[config.mk]
export PLATFORM = sky130hd
export DESIGN_NAME = blk_mem_arb_flat
export DESIGN_NICKNAME = d
export VERILOG_FILES = /design/src/rtl/blk_mem_arb_pkg.sv /design/src/rtl/blk_mem_arb_if.sv /design/src/rtl/blk_mem_arb_rr_arb2.sv /design/src/rtl/blk_mem_arb.sv /design/src/flat_wrapper.sv
export SDC_FILE = /design/constraint.sdc
export NUM_CORES = 1
export LEC_CHECK = 0
export BUFFER_PORTS_ARGS = -buffer_cell sky130_fd_sc_hd__buf_2
export CAP_MARGIN = 40
export CORE_AREA = 2 2 80 82
export DETAILED_ROUTE_END_ITERATION = 8
export DIE_AREA = 0 0 82 84
export PLACE_DENSITY_LB_ADDON = 0.3
export REMOVE_ABC_BUFFERS = 1
export SLEW_MARGIN = 25
export SYNTH_ARGS = -nofsm -noshare
export SYNTH_HDL_FRONTEND = slang
export SYNTH_HIERARCHICAL = 1
export SYNTH_SLANG_ARGS = --single-unit
[constraint.sdc]
create_clock -name clka -period 2.3 [get_ports clka]
set_input_delay 0.575 -clock clka [delete_from_list [all_inputs] [get_ports clka]]
set_output_delay 0.575 -clock clka [all_outputs]
set_load 0.005 [all_outputs]
[src/rtl/blk_mem_arb_pkg.sv]
// blk_mem_arb_pkg: shared widths, state encoding and read-pipeline entry type for the
// two-requester block RAM arbiter. The optional zero-fill sweep is controlled by the
// BLK_MEM_ARB_CLEAR_EN macro in blk_mem_arb.sv.
package blk_mem_arb_pkg;

    localparam int unsigned ADDR_W = 8;
    localparam int unsigned DATA_W = 32;
    localparam int unsigned BE_W   = 4;
    localparam int unsigned NREQ   = 2;

    // CLEAR only exists when the zero-fill sweep is compiled in.
    typedef enum logic {
        CLEAR = 1'b0,
        RUN   = 1'b1
    } state_e;

    // One slot of the read-latency tracker: a granted read and who issued it.
    typedef struct packed {
        logic valid;
        logic id;
    } pipe_entry_t;

    // Requester index to one-hot response strobe.
    function automatic logic [NREQ-1:0] id_to_onehot(input logic id);
        return id ? 2'b10 : 2'b01;
    endfunction

endpackage

[src/rtl/blk_mem_arb_if.sv]
// blk_mem_arb_if: request/response channels of both requesters plus the RAM port.
// The slave modport is the arbiter's view; the master modport is the environment
// (requesters and the RAM primitive) seen from the other side.
interface blk_mem_arb_if;
    import blk_mem_arb_pkg::*;

    // Requester side, bit/slice i belongs to requester i.
    logic [NREQ-1:0]             req_valid_i;
    logic [NREQ-1:0]             req_ready_o;
    logic [NREQ-1:0][BE_W-1:0]   req_we_i;
    logic [NREQ-1:0][ADDR_W-1:0] req_addr_i;
    logic [NREQ-1:0][DATA_W-1:0] req_wdata_i;
    logic [NREQ-1:0]             rsp_valid_o;
    logic [DATA_W-1:0]           rsp_rdata_o;

    // RAM port A.
    logic                        mem_en_o;
    logic [BE_W-1:0]             mem_we_o;
    logic [ADDR_W-1:0]           mem_addr_o;
    logic [DATA_W-1:0]           mem_din_o;
    logic [DATA_W-1:0]           mem_dout_i;

    modport slave (
        input  req_valid_i,
        input  req_we_i,
        input  req_addr_i,
        input  req_wdata_i,
        input  mem_dout_i,
        output req_ready_o,
        output rsp_valid_o,
        output rsp_rdata_o,
        output mem_en_o,
        output mem_we_o,
        output mem_addr_o,
        output mem_din_o
    );

    modport master (
        output req_valid_i,
        output req_we_i,
        output req_addr_i,
        output req_wdata_i,
        output mem_dout_i,
        input  req_ready_o,
        input  rsp_valid_o,
        input  rsp_rdata_o,
        input  mem_en_o,
        input  mem_we_o,
        input  mem_addr_o,
        input  mem_din_o
    );

endinterface

[src/rtl/blk_mem_arb_rr_arb2.sv]
// rr_arb2: two-way round-robin grant. A lone requester always wins; under contention
// the requester that was not granted most recently wins. last_gnt resets to 1 so
// requester 0 wins the first contended cycle.
module rr_arb2 (
    input  logic       clka,
    input  logic       rsta,
    input  logic [1:0] req,
    input  logic       enable,
    output logic [1:0] gnt
);

    logic last_gnt;

    // Combinational grant from the current requests and the previous winner.
    always_comb begin
        gnt = 2'b00;
        if (enable) begin
            case (req)
                2'b01:   gnt = 2'b01;
                2'b10:   gnt = 2'b10;
                2'b11:   gnt = last_gnt ? 2'b01 : 2'b10;
                default: gnt = 2'b00;
            endcase
        end
    end

    // Remember the winner; idle cycles leave the history untouched.
    always_ff @(posedge clka or posedge rsta) begin
        if (rsta) begin
            last_gnt <= 1'b1;
        end else if (|gnt) begin
            last_gnt <= gnt[1];
        end
    end

endmodule

[src/rtl/blk_mem_arb.sv]
// blk_mem_arb: shares one single-port 256x32 block RAM between two valid/ready
// requesters. One access per cycle, combinational request-to-RAM path, read data
// returned to the issuer RD_LAT cycles after acceptance.
// Define BLK_MEM_ARB_CLEAR_EN to compile in the post-reset zero-fill sweep.
module blk_mem_arb
    import blk_mem_arb_pkg::*;
#(
    // RAM read latency: 1 (output register off) or 2 (output register on).
    parameter int unsigned RD_LAT = 1
) (
    input  logic          clka,
    input  logic          rsta,
    blk_mem_arb_if.slave  bus
);

    state_e                  state_q;
    logic                    run_en;
    logic [NREQ-1:0]         gnt;
    logic                    gnt_any;
    logic                    gnt_id;
    logic                    gnt_is_read;
    pipe_entry_t [RD_LAT-1:0] pipe_q;
    pipe_entry_t             pipe_tail;

    // Grants are suppressed while reset is held so every output shows the reset state.
    assign run_en = (state_q == RUN) && !rsta;

    rr_arb2 u_rr_arb2 (
        .clka   (clka),
        .rsta   (rsta),
        .req    (bus.req_valid_i),
        .enable (run_en),
        .gnt    (gnt)
    );

    assign gnt_any     = |gnt;
    assign gnt_id      = gnt[1];
    assign gnt_is_read = gnt_any && (bus.req_we_i[gnt_id] == '0);

    assign bus.req_ready_o = gnt;

`ifdef BLK_MEM_ARB_CLEAR_EN
    logic [ADDR_W-1:0] clr_cnt_q;

    // Sweep every address once with zeros, then hand the port to the requesters.
    always_ff @(posedge clka or posedge rsta) begin
        if (rsta) begin
            state_q   <= CLEAR;
            clr_cnt_q <= '0;
        end else if (state_q == CLEAR) begin
            clr_cnt_q <= clr_cnt_q + 1'b1;
            if (clr_cnt_q == '1) begin
                state_q <= RUN;
            end
        end
    end
`else
    // Without the sweep the arbiter is permanently in RUN.
    always_ff @(posedge clka or posedge rsta) begin
        if (rsta) begin
            state_q <= RUN;
        end else begin
            state_q <= RUN;
        end
    end
`endif

    // RAM port mux: granted requester's payload, or the zero-fill sweep.
    always_comb begin
        bus.mem_en_o   = 1'b0;
        bus.mem_we_o   = '0;
        bus.mem_addr_o = '0;
        bus.mem_din_o  = '0;
        if (gnt_any) begin
            bus.mem_en_o   = 1'b1;
            bus.mem_we_o   = bus.req_we_i[gnt_id];
            bus.mem_addr_o = bus.req_addr_i[gnt_id];
            bus.mem_din_o  = bus.req_wdata_i[gnt_id];
        end
`ifdef BLK_MEM_ARB_CLEAR_EN
        // No grant is possible in CLEAR, so this never fights the requester path.
        if (state_q == CLEAR) begin
            bus.mem_en_o   = 1'b1;
            bus.mem_we_o   = '1;
            bus.mem_addr_o = clr_cnt_q;
            bus.mem_din_o  = '0;
        end
`endif
    end

    // Track granted reads through the RAM latency; reset drops anything in flight.
    always_ff @(posedge clka or posedge rsta) begin
        if (rsta) begin
            pipe_q <= '0;
        end else begin
            pipe_q[0].valid <= gnt_is_read;
            pipe_q[0].id    <= gnt_id;
            for (int unsigned i = 1; i < RD_LAT; i++) begin
                pipe_q[i] <= pipe_q[i-1];
            end
        end
    end

    assign pipe_tail = pipe_q[RD_LAT-1];

    // Response strobe and data are qualified by the tail entry; data is zero otherwise.
    always_comb begin
        bus.rsp_valid_o = '0;
        bus.rsp_rdata_o = '0;
        if (pipe_tail.valid) begin
            bus.rsp_valid_o = id_to_onehot(pipe_tail.id);
            bus.rsp_rdata_o = bus.mem_dout_i;
        end
    end

endmodule

[src/flat_wrapper.sv]
// flat-port wrapper written by rule: the top's interface ports become plain ports
module blk_mem_arb_flat import blk_mem_arb_pkg::*;
#(
                                                                           
    parameter int unsigned RD_LAT = 1
)
  (clka, rsta, bus_req_valid_i, bus_req_we_i, bus_req_addr_i, bus_req_wdata_i, bus_mem_dout_i, bus_req_ready_o, bus_rsp_valid_o, bus_rsp_rdata_o, bus_mem_en_o, bus_mem_we_o, bus_mem_addr_o, bus_mem_din_o);
  blk_mem_arb_if bus_i ();
  input  logic clka;
  input  logic rsta;
  input wire logic [$bits(bus_i.req_valid_i)-1:0] bus_req_valid_i;
  input wire logic [$bits(bus_i.req_we_i)-1:0] bus_req_we_i;
  input wire logic [$bits(bus_i.req_addr_i)-1:0] bus_req_addr_i;
  input wire logic [$bits(bus_i.req_wdata_i)-1:0] bus_req_wdata_i;
  input wire logic [$bits(bus_i.mem_dout_i)-1:0] bus_mem_dout_i;
  output wire logic [$bits(bus_i.req_ready_o)-1:0] bus_req_ready_o;
  output wire logic [$bits(bus_i.rsp_valid_o)-1:0] bus_rsp_valid_o;
  output wire logic [$bits(bus_i.rsp_rdata_o)-1:0] bus_rsp_rdata_o;
  output wire logic [$bits(bus_i.mem_en_o)-1:0] bus_mem_en_o;
  output wire logic [$bits(bus_i.mem_we_o)-1:0] bus_mem_we_o;
  output wire logic [$bits(bus_i.mem_addr_o)-1:0] bus_mem_addr_o;
  output wire logic [$bits(bus_i.mem_din_o)-1:0] bus_mem_din_o;
  assign bus_i.req_valid_i = bus_req_valid_i;
  assign bus_i.req_we_i = bus_req_we_i;
  assign bus_i.req_addr_i = bus_req_addr_i;
  assign bus_i.req_wdata_i = bus_req_wdata_i;
  assign bus_i.mem_dout_i = bus_mem_dout_i;
  assign bus_req_ready_o = bus_i.req_ready_o;
  assign bus_rsp_valid_o = bus_i.rsp_valid_o;
  assign bus_rsp_rdata_o = bus_i.rsp_rdata_o;
  assign bus_mem_en_o = bus_i.mem_en_o;
  assign bus_mem_we_o = bus_i.mem_we_o;
  assign bus_mem_addr_o = bus_i.mem_addr_o;
  assign bus_mem_din_o = bus_i.mem_din_o;
  blk_mem_arb #(.RD_LAT(RD_LAT)) u_core (.clka(clka), .rsta(rsta), .bus(bus_i));
endmodule
==> reports/results.txt <==
The run finished with clean final reports. The run gives 0 as the final hold violation count. For this run, the post-layout net count is 440.

Pin placement for this block handled 205 I/O pins. After synthesis the netlist holds a flip-flop and latch count of 3. The tools report the total vias in the final route as 1675. The xor and xnor area share after synthesis works out to 0%. The post-detailed-route DRC marker count is 0, and the count of pins over their slew limit is 0.

In this run the power density over the cells is 266.8 mW/mm2. The compound-cell area share of the yosys netlist was 46.94%. During synthesis, Yosys emitted a total of 6 warnings.

In this run the critical register-to-register path is captured at u_core/pipe_q[1]. Data on the critical path is required at its endpoint by 1.73 ns. The first global-routing pass estimated 6065 um of wire.

Last element of the critical path: bus_mem_din_o[15]. Combinational family with the most area after synthesis: compound AO/OA/AOI/OAI gates. After synthesis, the share of flip-flops with an asynchronous set or reset is 100.0%.

The final-layout setup total negative slack came out at 0 ns. Yosys instantiated no cell more often than sky130_fd_sc_hd__a22o_1. After detailed placement, the total cell area comes to 0.001951 mm2. The clock slew at the register clock pins of the worst setup and hold paths was 0.03 ns; the number of optimization iterations in the first detailed-route pass was 4. The routed via count divided by cell count was 4.273. The ratio of final minimum period to clock period was 97.54%.

The finished cells cover 0.002113 mm2. The number of buffer cells added on primary ports came out at 204. The first-iteration detailed-routing DRC count was 48; the depth of the worst register-to-register path was 6.

The run gives 3789 um as the half-perimeter wire length of the detailed placement result. The tree built by TritonCTS fans out to 3 sinks. The adder-cell area share of the yosys netlist works out to 0%.

After synthesis, the mean cell area works out to 8.144 um2. TritonCTS created 3 clock buffers. TritonCTS built the clock tree. Sequential cells were found to cover 8.677% of the synthesized design area.

The run gives 29 as the number of placement rows. The number of standard cells in the layout, taps in and fillers out is 392. The insertion delay to the later sink of the worst-skew pair is 0.21 ns, and the utilization of the core after routing is 34.67%.

Tracing the worst setup path back leads to its startpoint at u_core/u_rr_arb2/last_gnt. The run gives 0 as the number of endpoints failing setup at the final stage. The die area is 0.006888 mm2, and the count of flip-flops with a built-in enable after synthesis is 0. The vertical die dimension was 84 um. The count of nets left with antenna violations once routing finished came out at 0.

The initial utilization of the core area, before any placement, comes to 14.43%. The cell sitting at the root of the clock tree is a sky130_fd_sc_hd__clkbuf_8. The tools report the critical path capture point type as a primary output.

Static timing analysis puts the maximum clock frequency at 0.4457 GHz. The repair_antennas step left the layout with diodes totalling 0. Sorting the synthesized cells by area gives the leading types as sky130_fd_sc_hd__a22o_1, sky130_fd_sc_hd__and2_1, sky130_fd_sc_hd__buf_6. The tools report the number of global-route vias before repair as 1428. The run gives 0.006096 mm2 as the core area. The biggest area contributor in the post-synthesis netlist is sky130_fd_sc_hd__a22o_1.

The shortest period the worst path allows is 2.243 ns. Overall die width: 82 um. The share of synthesized area in the top cell type comes to 44.81%.

The leakage power of the design was 0.001362 uW. The startpoint identified for the worst register-to-register timing path is u_core/u_rr_arb2/last_gnt. After synthesis, the netlist uses 16 different library cells. The tools report the total global routing track utilization as 11.02%. The kind of critical path is register to primary output.

At the end of routability-driven placement, the weighted congestion stood at 0.7453. Worst vdd rail ir drop: 0.08809 mV. Most common flop cell mapped by yosys: sky130_fd_sc_hd__dfrtp_1. The relative slew slack is 58.62%, and the ratio of cells with drive above 1 in the final layout is 72.06%.

For this block, the routed nets add up to 4724 um of wire. The routed length per instance is 12.05 um, and the number of hold buffers added after CTS is 0. The class of the tightest hold or removal check is primary input to async pin. Along the worst path, the maximum fanout reaches 9. The portion of netlist area occupied by mux cells was 0%; the number of standard cells after synthesis was 108. The design draws 563.9 uW. The number of max-capacitance violations reported is 0, and the basic-gate share of the synthesized area counting and, or, nand and nor cells is 29.45%. Entering global routing, the biggest net connects 49 pins. Counting instances in the post-synthesis netlist gives the leading cell types as sky130_fd_sc_hd__a22o_1, sky130_fd_sc_hd__and2_1, sky130_fd_sc_hd__buf_6, sky130_fd_sc_hd__clkbuf_1, sky130_fd_sc_hd__inv_1.

The slew at the pin closest to its max-slew limit is 0.6207 ns. The clock passes through at most 2 buffers. For flop-to-flop paths, the worst setup slack is 0.92 ns. For the number of cells after detailed placement, the log shows 381. For the worst setup path, the data arrival time is 1.67 ns. The clock arrives with 0.0005323 ns of skew. For this run the aggregate overflow at the end of global routing stands at 0. From synthesis to final layout, the design area changed by 140.3%. H-tree depth: 1. The critical path startpoint category is a register. The number of antenna violations at the first check in global routing was 0; the cell area after synthesis was 879.6 um2.
[worst min path at each step]
stage | endpoint | startpoint | depth (start not counted) | slack [ns]
5_1_grt | u_core/pipe_q[0] | rsta | 3 | 0.35
4_1_cts | u_core/pipe_q[1] | rsta | 3 | 0.36
3_5_place_dp | u_core/u_rr_arb2/last_gnt | u_core/u_rr_arb2/last_gnt | 2 | 0.51
3_3_place_gp | u_core/u_rr_arb2/last_gnt | u_core/u_rr_arb2/last_gnt | 2 | 0.50
2_1_floorplan | u_core/pipe_q[0] | rsta | 1 | 0.34
6_report | u_core/pipe_q[1] | rsta | 3 | 0.34
[state kept, by name (all words and copies together) (netlist names)]
| name | flops |
|---|---|
| u_core/pipe_q | 2 |
| u_core/u_rr_arb2/last_gnt | 1 |
[area by class of cell]
| class | count | area (um2) |
|---|---|---|
| fill | 657 | 3983 |
| clock buffer | 4 | 45.04 |
| inverter | 3 | 11.26 |
| timing repair buffer | 216 | 1195 |
| sequential | 3 | 76.32 |
| tap | 77 | 96.34 |
| multi-input combinational | 89 | 689.4 |
[layer usage]
layer / vias to the layer above / GRT usage, % / wire length [um] / part of all wire [%]
met2: 127 / 22.03 / 2501 / 53
met4: 0 / 3.182 / 27 / 0.57
li1: 824 / - / - / -
met1: 722 / 10.95 / 1581 / 33
met3: 2 / 2.056 / 614 / 13
met5: - / 0 / 0 / 0
[report_power, final]
group	total, uW	switching, uW	internal (uW)
clock network	152	33.5	118
logic	346	135	211
registers	66.0	5.37	60.7
total	564	174	390
[logic make-up (layout without fill, tap and decap cells)]
family                 Yosys count  count (layout)
DFF                              3               3
AOI/OAI and AO/OA               48              48
and+or+nand+nor                 41              41
buffers and inverters           16             223
[repair_timing]
item                                    CTS  global route
pin swaps                                 0             1
cloned                                    0             3
endpoints found under the setup margin    1            38
setup buffers                             0             4
hold endpoints to repair                  0             0
gates resized for setup                   1             5
[worst max-delay path: stages (launching register included)]
cell                      delay, ns
sky130_fd_sc_hd__dfstp_2       0.54
sky130_fd_sc_hd__inv_2         0.05
sky130_fd_sc_hd__a21oi_2       0.16
sky130_fd_sc_hd__nor2b_4       0.20
sky130_fd_sc_hd__buf_12        0.13
sky130_fd_sc_hd__buf_6         0.14
sky130_fd_sc_hd__a22o_1        0.13
sky130_fd_sc_hd__buf_2         0.10
[stage by stage]
step | hold WS [ns] | worst slack, ns
2_1_floorplan | 0.3384 | -1.751
3_3_place_gp | 0.5011 | -0.003861
4_1_cts | 0.3573 | 0.01657
3_5_place_dp | 0.5069 | 0.01248
6_report | 0.3422 | 0.05651
5_1_grt | 0.3493 | -0.01745
[layout by cell type (no fill, tap or decap), drive strengths merged, types with 2 or more instances in the layout]
cell type / instances
nand2: 2
a21oi: 3
a22o: 45
nor4: 2
buf: 214
and2: 33
clkbuf: 6
dfrtp: 2
inv: 3
nor2b: 2
(Power assumes the default switching activity.)
